### config.mk
export PLATFORM = sky130hd
export DESIGN_NAME = l1_pingpong_buffer_flat
export DESIGN_NICKNAME = d
export VERILOG_FILES = /design/src/rtl/l1_pingpong_buffer_pkg.sv /design/src/rtl/l1_pingpong_buffer_if.sv /design/src/rtl/l1_pingpong_buffer_bank.sv /design/src/rtl/l1_pingpong_buffer.sv /design/src/flat_wrapper.sv
export SDC_FILE = /design/constraint.sdc
export NUM_CORES = 1
export LEC_CHECK = 0
export CORE_ASPECT_RATIO = 0.8
export CORE_UTILIZATION = 34
export DETAILED_ROUTE_END_ITERATION = 10
export GPL_TIMING_DRIVEN = 0
export PLACE_DENSITY = 0.58
export RECOVER_POWER = 100
export SYNTH_ARGS = -nofsm -noshare
export SYNTH_HDL_FRONTEND = slang
export SYNTH_SLANG_ARGS = --single-unit
### constraint.sdc
create_clock -name clk -period 2.4 [get_ports clk]
set_input_delay 0.48 -clock clk [delete_from_list [all_inputs] [get_ports clk]]
set_output_delay 0.48 -clock clk [all_outputs]
set_load 0.01 [all_outputs]
### src/rtl/l1_pingpong_buffer_pkg.sv
// Shared types for the L1 ping-pong staging buffer.
// Width able to hold 0..x, so an index can also express x.
`define VEGETA_CLOG2(x) ($clog2((x) + 1))

package l1_buffer_pkg;
  localparam int DATA_WIDTH = 8;
  localparam int LANE_COUNT = 4;
  localparam int DATA_DEPTH = 16;
  localparam int IDX_W = `VEGETA_CLOG2(DATA_DEPTH);

  typedef enum logic [1:0] {
    FREE,
    FILLING,
    READY
  } bank_state_t;

  typedef logic [0:LANE_COUNT-1][DATA_WIDTH-1:0] lane_row_t;
endpackage

### src/rtl/l1_pingpong_buffer_if.sv
// Fill/drain handshake bundle of the L1 ping-pong buffer.
interface l1_pingpong_buffer_if #(
  parameter int DATA_WIDTH = 8,
  parameter int LANE_COUNT = 4,
  parameter int DATA_DEPTH = 16
);
  localparam int IDX_W = `VEGETA_CLOG2(DATA_DEPTH);

  logic                                   wr_valid;
  logic                                   wr_ready;
  logic [IDX_W-1:0]                       wr_index;
  logic [0:LANE_COUNT-1][DATA_WIDTH-1:0]  wr_data;
  logic [LANE_COUNT-1:0]                  wr_lane_mask;
  logic                                   wr_commit;
  logic                                   rd_valid;
  logic                                   rd_ready;
  logic [IDX_W-1:0]                       rd_index;
  logic                                   rd_release;
  logic [0:LANE_COUNT-1][DATA_WIDTH-1:0]  rd_data;
  logic                                   rd_data_valid;
  logic [1:0]                             banks_ready;
  logic                                   err;

  modport master (
    output wr_valid, wr_index, wr_data, wr_lane_mask, wr_commit,
    output rd_valid, rd_index, rd_release,
    input  wr_ready, rd_ready, rd_data, rd_data_valid,
    input  banks_ready, err
  );

  modport slave (
    input  wr_valid, wr_index, wr_data, wr_lane_mask, wr_commit,
    input  rd_valid, rd_index, rd_release,
    output wr_ready, rd_ready, rd_data, rd_data_valid,
    output banks_ready, err
  );
endinterface

### src/rtl/l1_pingpong_buffer_bank.sv
// One L1 bank: lane-masked write port, combinational row read.
module l1_bank #(
  parameter int DATA_WIDTH = 8,
  parameter int LANE_COUNT = 4,
  parameter int DATA_DEPTH = 16,
  parameter int AW = (DATA_DEPTH > 1) ? $clog2(DATA_DEPTH) : 1
) (
  input  logic                                  clk,
  input  logic                                  we,
  input  logic [AW-1:0]                         wr_row,
  input  logic [0:LANE_COUNT-1][DATA_WIDTH-1:0] wr_data,
  input  logic [LANE_COUNT-1:0]                 wr_mask,
  input  logic [AW-1:0]                         rd_row,
  output logic [0:LANE_COUNT-1][DATA_WIDTH-1:0] rd_data
);
  typedef logic [0:LANE_COUNT-1][DATA_WIDTH-1:0] row_t;

  row_t mem [DATA_DEPTH];

  // Storage is deliberately left unreset.
  always_ff @(posedge clk) begin
    if (we) begin
      for (int l = 0; l < LANE_COUNT; l++) begin
        if (wr_mask[l]) mem[wr_row][l] <= wr_data[l];
      end
    end
  end

  assign rd_data = mem[rd_row];
endmodule

### src/rtl/l1_pingpong_buffer.sv
// Two-bank L1 staging buffer: producer fills one bank while consumer drains the other.
module l1_pingpong_buffer
  import l1_buffer_pkg::*;
#(
  parameter int DATA_WIDTH = 8,
  parameter int LANE_COUNT = 4,
  parameter int DATA_DEPTH = 16
) (
  input  logic                 clk,
  input  logic                 rst_n,
  l1_pingpong_buffer_if.slave  bus
);
  localparam int IDX_W = `VEGETA_CLOG2(DATA_DEPTH);
  localparam int AW = (DATA_DEPTH > 1) ? $clog2(DATA_DEPTH) : 1;

  typedef logic [0:LANE_COUNT-1][DATA_WIDTH-1:0] row_t;

  bank_state_t st_q [2];
  bank_state_t st_d [2];
  logic        wb_q, wb_d;
  logic        rb_q, rb_d;
  logic        err_q, err_d;
  row_t        rd_data_q;
  logic        rd_vld_q;
  row_t        bank_rd [2];
  logic [1:0]  bank_we;
  logic        wr_rdy, rd_rdy;
  logic        wr_fire, rd_fire;
  logic        wr_oob, rd_oob;

  assign wr_rdy  = st_q[wb_q] != READY;
  assign rd_rdy  = st_q[rb_q] == READY;
  assign wr_fire = bus.wr_valid & wr_rdy;
  assign rd_fire = bus.rd_valid & rd_rdy;
  assign wr_oob  = bus.wr_index >= IDX_W'(DATA_DEPTH);
  assign rd_oob  = bus.rd_index >= IDX_W'(DATA_DEPTH);

  for (genvar b = 0; b < 2; b++) begin : g_bank
    assign bank_we[b] = wr_fire & ~wr_oob & (wb_q == 1'(b));

    l1_bank #(
      .DATA_WIDTH (DATA_WIDTH),
      .LANE_COUNT (LANE_COUNT),
      .DATA_DEPTH (DATA_DEPTH),
      .AW         (AW)
    ) u_bank (
      .clk     (clk),
      .we      (bank_we[b]),
      .wr_row  (bus.wr_index[AW-1:0]),
      .wr_data (bus.wr_data),
      .wr_mask (bus.wr_lane_mask),
      .rd_row  (bus.rd_index[AW-1:0]),
      .rd_data (bank_rd[b])
    );
  end

  // Commit and release look only at registered state, so both may act in one cycle.
  always_comb begin
    st_d  = st_q;
    wb_d  = wb_q;
    rb_d  = rb_q;
    err_d = err_q;
    if (wr_fire & ~wr_oob & (st_q[wb_q] == FREE)) begin
      st_d[wb_q] = FILLING;
    end
    if (bus.wr_commit) begin
      if (st_q[wb_q] != READY) begin
        st_d[wb_q] = READY;
        wb_d       = ~wb_q;
      end else begin
        err_d = 1'b1;
      end
    end
    if (bus.rd_release) begin
      if (rd_rdy) begin
        st_d[rb_q] = FREE;
        rb_d       = ~rb_q;
      end else begin
        err_d = 1'b1;
      end
    end
    if ((wr_fire & wr_oob) | (rd_fire & rd_oob)) err_d = 1'b1;
  end

  always_ff @(posedge clk or negedge rst_n) begin
    if (!rst_n) begin
      st_q[0]   <= FREE;
      st_q[1]   <= FREE;
      wb_q      <= 1'b0;
      rb_q      <= 1'b0;
      err_q     <= 1'b0;
      rd_data_q <= '0;
      rd_vld_q  <= 1'b0;
    end else begin
      st_q     <= st_d;
      wb_q     <= wb_d;
      rb_q     <= rb_d;
      err_q    <= err_d;
      rd_vld_q <= rd_fire;
      if (rd_fire) rd_data_q <= rd_oob ? '0 : bank_rd[rb_q];
    end
  end

  assign bus.wr_ready      = wr_rdy;
  assign bus.rd_ready      = rd_rdy;
  assign bus.banks_ready   = {1'b0, st_q[0] == READY} + {1'b0, st_q[1] == READY};
  assign bus.err           = err_q;
  assign bus.rd_data       = rd_data_q;
  assign bus.rd_data_valid = rd_vld_q;
endmodule

### src/flat_wrapper.sv
// flat-port wrapper written by rule: the top's interface ports become plain ports
module l1_pingpong_buffer_flat import l1_buffer_pkg::*;
#(
  parameter int DATA_WIDTH = 8,
  parameter int LANE_COUNT = 4,
  parameter int DATA_DEPTH = 16
)
  (clk, rst_n, bus_wr_valid, bus_wr_index, bus_wr_data, bus_wr_lane_mask, bus_wr_commit, bus_rd_valid, bus_rd_index, bus_rd_release, bus_wr_ready, bus_rd_ready, bus_rd_data, bus_rd_data_valid, bus_banks_ready, bus_err);
  l1_pingpong_buffer_if #(.DATA_WIDTH(DATA_WIDTH), .LANE_COUNT(LANE_COUNT), .DATA_DEPTH(DATA_DEPTH)) bus_i ();
  input  logic clk;
  input  logic rst_n;
  input wire logic [$bits(bus_i.wr_valid)-1:0] bus_wr_valid;
  input wire logic [$bits(bus_i.wr_index)-1:0] bus_wr_index;
  input wire logic [$bits(bus_i.wr_data)-1:0] bus_wr_data;
  input wire logic [$bits(bus_i.wr_lane_mask)-1:0] bus_wr_lane_mask;
  input wire logic [$bits(bus_i.wr_commit)-1:0] bus_wr_commit;
  input wire logic [$bits(bus_i.rd_valid)-1:0] bus_rd_valid;
  input wire logic [$bits(bus_i.rd_index)-1:0] bus_rd_index;
  input wire logic [$bits(bus_i.rd_release)-1:0] bus_rd_release;
  output wire logic [$bits(bus_i.wr_ready)-1:0] bus_wr_ready;
  output wire logic [$bits(bus_i.rd_ready)-1:0] bus_rd_ready;
  output wire logic [$bits(bus_i.rd_data)-1:0] bus_rd_data;
  output wire logic [$bits(bus_i.rd_data_valid)-1:0] bus_rd_data_valid;
  output wire logic [$bits(bus_i.banks_ready)-1:0] bus_banks_ready;
  output wire logic [$bits(bus_i.err)-1:0] bus_err;
  assign bus_i.wr_valid = bus_wr_valid;
  assign bus_i.wr_index = bus_wr_index;
  assign bus_i.wr_data = bus_wr_data;
  assign bus_i.wr_lane_mask = bus_wr_lane_mask;
  assign bus_i.wr_commit = bus_wr_commit;
  assign bus_i.rd_valid = bus_rd_valid;
  assign bus_i.rd_index = bus_rd_index;
  assign bus_i.rd_release = bus_rd_release;
  assign bus_wr_ready = bus_i.wr_ready;
  assign bus_rd_ready = bus_i.rd_ready;
  assign bus_rd_data = bus_i.rd_data;
  assign bus_rd_data_valid = bus_i.rd_data_valid;
  assign bus_banks_ready = bus_i.banks_ready;
  assign bus_err = bus_i.err;
  l1_pingpong_buffer #(.DATA_WIDTH(DATA_WIDTH), .LANE_COUNT(LANE_COUNT), .DATA_DEPTH(DATA_DEPTH)) u_core (.clk(clk), .rst_n(rst_n), .bus(bus_i));
endmodule
==> impl_results.md <==
* Simple-Gate Fraction of Synth Area at 0.0496
* Syn_area_per_cell at approximately 19 um2
* Overall die height at roughly 320 um
* Top sig layer: met5
* Launch point of the worst reg-to-reg path: u_core.st_q[3]$_DFF_PN0_
* Crit path kind: in -> reg
* Largest family of logic cells by synthesized area: multiplexers
* Synth Area in Compound Gates at 0.0385
* CTS sink cnt at roughly 1100
* Seq cells post-synth at about 1100
* Max-slew headroom at -0.132
* H-Tree Depth at 3
* Root Driver: clkbuf_16
* Clock Tree Buf Depth at 3
* CTS tree: built
* Tightest Hold Check Type: in -> reg
* Met3 wire length at between 10000 and 15000 um
* R2r setup slk at -140 ps
* Worst-skew pair later-pin latency at 710 ps
* GRT overflow at 0
* Via/cell ratio at roughly 5.5
* Nets at 2576
* Clock skew at approximately 21 ps
* Final setup viols at 650
* Min-delay src: bus_wr_commit
* Initial Util at 0.344
* Maximum VDD drop at 0.000641 V
* Crit share post-route at 1.12
* Crit Reg-Reg Endpoint: u_core.bus.rd_data[20]$_DFFE_PN0P_
* Reported max-cap violation count at 3
* Worst slack on hold paths at about 440 ps
* Post-synthesis xor/xnor area fraction at 0
* Arrival @ worst endpoint at 3040 ps
* # IOs at 90
* Seq/Total Area, Yosys at 0.747
* Commonest cells after routing, fill and taps aside: edfxtp_1 (1024), mux2i_1 (314), mux4_2 (125)
* Synthesized cell area at 42500 um2
* Synth cell types at 47
* Mux contribution to synthesized area at 0.143
* Least-Margin Pin Slew at around 1700 ps
* Hpwl dp at just under 90000 um
* # port buffers at a little under 90
* Post-synthesis adder-cell area fraction at 0.000294
* GRT Util Overall at 0.205
* Pwr dens at 857 nW/um2
* CTS clk-pin slew, worst paths at about 70 ps
* Worst Path Required at 2740 ps
* Wirelength per Cell at 30.9 um
* R2r worst-path depth at 7
* Buffers plus inverters on the worst setup path at 1
* CP delay by family, top: simple AND/OR/NAND/NOR gates
* Max Slew Vio Count at slightly below 90
* DRC Markers at 0
* Syn_nets at approximately 2300
* Drt pass-1 iters at 5
* Most common cell after layout, fill and taps aside: edfxtp_1
* Share of layout cells above drive strength 1 at 0.252
* Pin count of the biggest net entering global routing at 33
* First-pass GRT wire length at around 180000 um
* Status: finished, violations left
* Failing checks: capacitance limit, slew limit, setup timing
* Crit path max fanout at 8
* Layout Utilization at 0.410
* Asr flop ratio synth at 0.0376
* Critical path capture point type: flip-flop
* Worst path max stage delay at between 700 and 800 ps
* Initial detailed-routing violation count at 2854
* Hold path depth at 2
* CORE AREA at roughly 120000 um2
* Fmax at roughly 370 MHz
* Row cnt at approximately 120
* Vias at about 24000
* Hold Violations, Final at 0
* RSZ-0062 raised after global routing: yes
* Hold path endpoint: u_core.st_q[0]$_DFF_PN0_
* Setup Slack @ Placement at -1390 ps
* Static leakage at around 17 nW
* RePlAce Congestion at roughly 0.89
* Initial antenna violation count at 3
* Area delta synth->final at 19.2%
* Synthesized netlist cell count at around 2300
* Final wirelength at roughly 130000 um
* Crit-path slowest cell: nor2_2
* Synth warn at 0
* Critical-path cell list: clkdlybuf4s50_1, nor2b_1, nand2_1, nor2_2
* Setup TNS at -58240 ps
* Ys flop type: edfxtp_1
* Post-synth EDFFs at roughly 1000
* Die width at 397 um
* Total CTS buffers at 100
* Final WS setup at -300 ps
* Number of global-route vias before repair at ~23000
* M1 WL at roughly 55000 um
* Die area at approximately 130000 um2
* CP Launch Type: input port
* Routed Antenna Nets at 0
* Fin crit period at roughly 2700 ps
* Met2 wire length at 58000 um
-- sequential cells by signal, summed over array words and instances (netlist names) --
signal and count:
u_core.g_bank.u_bank.mem 1024, u_core.bus.err 1, u_core.st_q 4, u_core.bus.rd_data_valid 1, u_core.wb_q 1, u_core.rb_q 1, u_core.bus.rd_data 32
-- power breakdown --
group	internal [W]	total, W	switching (W)
combinational	0.00188	0.00531	0.00343
sequential	0.0207	0.0212	0.000511
clock	0.00984	0.0169	0.00704
total	0.0324	0.0434	0.0110
-- synthesized netlist by cell type, types with 2 or more instances --
| master | number | area (um2) |
|---|---|---|
| edfxtp_1 | 1024 | 30700 |
| mux2i_1 | 318 | 3180 |
| nor2_1 | 136 | 510 |
| mux4_2 | 125 | 2820 |
| nand2_1 | 115 | 432 |
| a21oi_1 | 74 | 370 |
| dfrtp_1 | 40 | 1000 |
| clkbuf_1 | 37 | 139 |
| a22o_1 | 36 | 315 |
| buf_2 | 35 | 175 |
| a221oi_1 | 33 | 289 |
| nand4_1 | 33 | 206 |
| a22oi_1 | 29 | 218 |
| and3_1 | 28 | 175 |
| buf_6 | 28 | 315 |
| nor3b_1 | 28 | 210 |
| nor4_2 | 27 | 338 |
| o2111a_1 | 27 | 304 |
| buf_4 | 22 | 165 |
| nand3_1 | 9 | 45.0 |
| buf_1 | 8 | 30.0 |
| mux2_2 | 7 | 78.8 |
| nor2b_1 | 7 | 43.8 |
| inv_1 | 6 | 22.5 |
| nor3_1 | 5 | 25.0 |
| a21o_1 | 3 | 22.5 |
| a221oi_2 | 3 | 45.0 |
| buf_8 | 3 | 45.0 |
| nand3b_1 | 3 | 22.5 |
| o31ai_1 | 3 | 22.5 |
| a31oi_1 | 2 | 12.5 |
| nor2_2 | 2 | 12.5 |
| nor4b_2 | 2 | 30.0 |
-- worst max-delay path by stage --
| stage | startpoint | endpoint | slack [ps] | depth (start not counted) |
|---|---|---|---|---|
| after global placement | bus_wr_index[4] | u_core.g_bank[0].u_bank.mem[15][6]$_DFFE_PP_ | -1930 | 5 |
| after global routing | bus_wr_index[2] | u_core.g_bank[0].u_bank.mem[5][12]$_DFFE_PP_ | -260 | 4 |
| final | bus_wr_index[1] | u_core.g_bank[0].u_bank.mem[2][31]$_DFFE_PP_ | -300 | 4 |
| after CTS | bus_wr_index[3] | u_core.g_bank[0].u_bank.mem[11][13]$_DFFE_PP_ | -220 | 4 |
| after detailed placement | bus_wr_index[1] | u_core.g_bank[1].u_bank.mem[14][25]$_DFFE_PP_ | -1390 | 4 |
| after floorplan | u_core.st_q[3]$_DFF_PN0_ | u_core.g_bank[0].u_bank.mem[15][0]$_DFFE_PP_ | 270 | 6 |
-- routing by layer --
metal / vias to the layer above / global-route usage
met1: 12400 / 0.285
met4: 4 / 0.0642
met3: 231 / 0.0676
met5: - / 0.00684
met2: 1275 / 0.302
li1: 9735 / -
-- worst reg2reg max path: stages (launching register included) --
cell and delay [ps]:
dfrtp_1 380, clkbuf_1 120, nor3b_2 170, clkbuf_4 140, o21ai_2 630, clkbuf_2 560, a21oi_1 180, nor4_2 260
-- layout make-up --
| type | instances | area [um2] |
|---|---|---|
| inverters | 6 | 25.0 |
| repair buffers | 149 | 1590 |
| clock buffers | 137 | 2850 |
| multi-input cells | 1068 | 10700 |
| plain buffers | 134 | 1020 |
| flip-flops and latches | 1064 | 31800 |
| clock inverters | 53 | 649 |
| fillers | 10900 | 72800 |
| diodes | 3 | 7.51 |
| well taps | 1638 | 2050 |
-- metrics by stage --
stage | area, um2 | total power, W | instances
final | 50600 | 0.0434 | 4252
after global routing | 50600 | 0.0444 | 4249
after CTS | 50400 | 0.0435 | 4235
after detailed placement | 45500 | 0.0267 | 4000
after global placement | 45400 | 0.0266 | 3998
after floorplan | 42500 | 0.0239 | 2272
-- cell families (layout without fill, tap and decap cells) --
group	after synthesis	after routing
buffers and inverters	140	479
AND/OR/NAND/NOR	402	402
AO/OA/AOI/OAI	215	215
other	0	3
adder cells (fa/ha/maj)	1	1
multiplexers	450	450
flip-flops	1064	1064
-- repair_timing --
item	in CTS	in global routing
buffers inserted	44	14
hold buffers	1	0
resized for setup	301	43
pin swaps	31	15
setup endpoints to repair	995	759
hold endpoints to repair	19	0
Power figures use the tool's default switching activity.
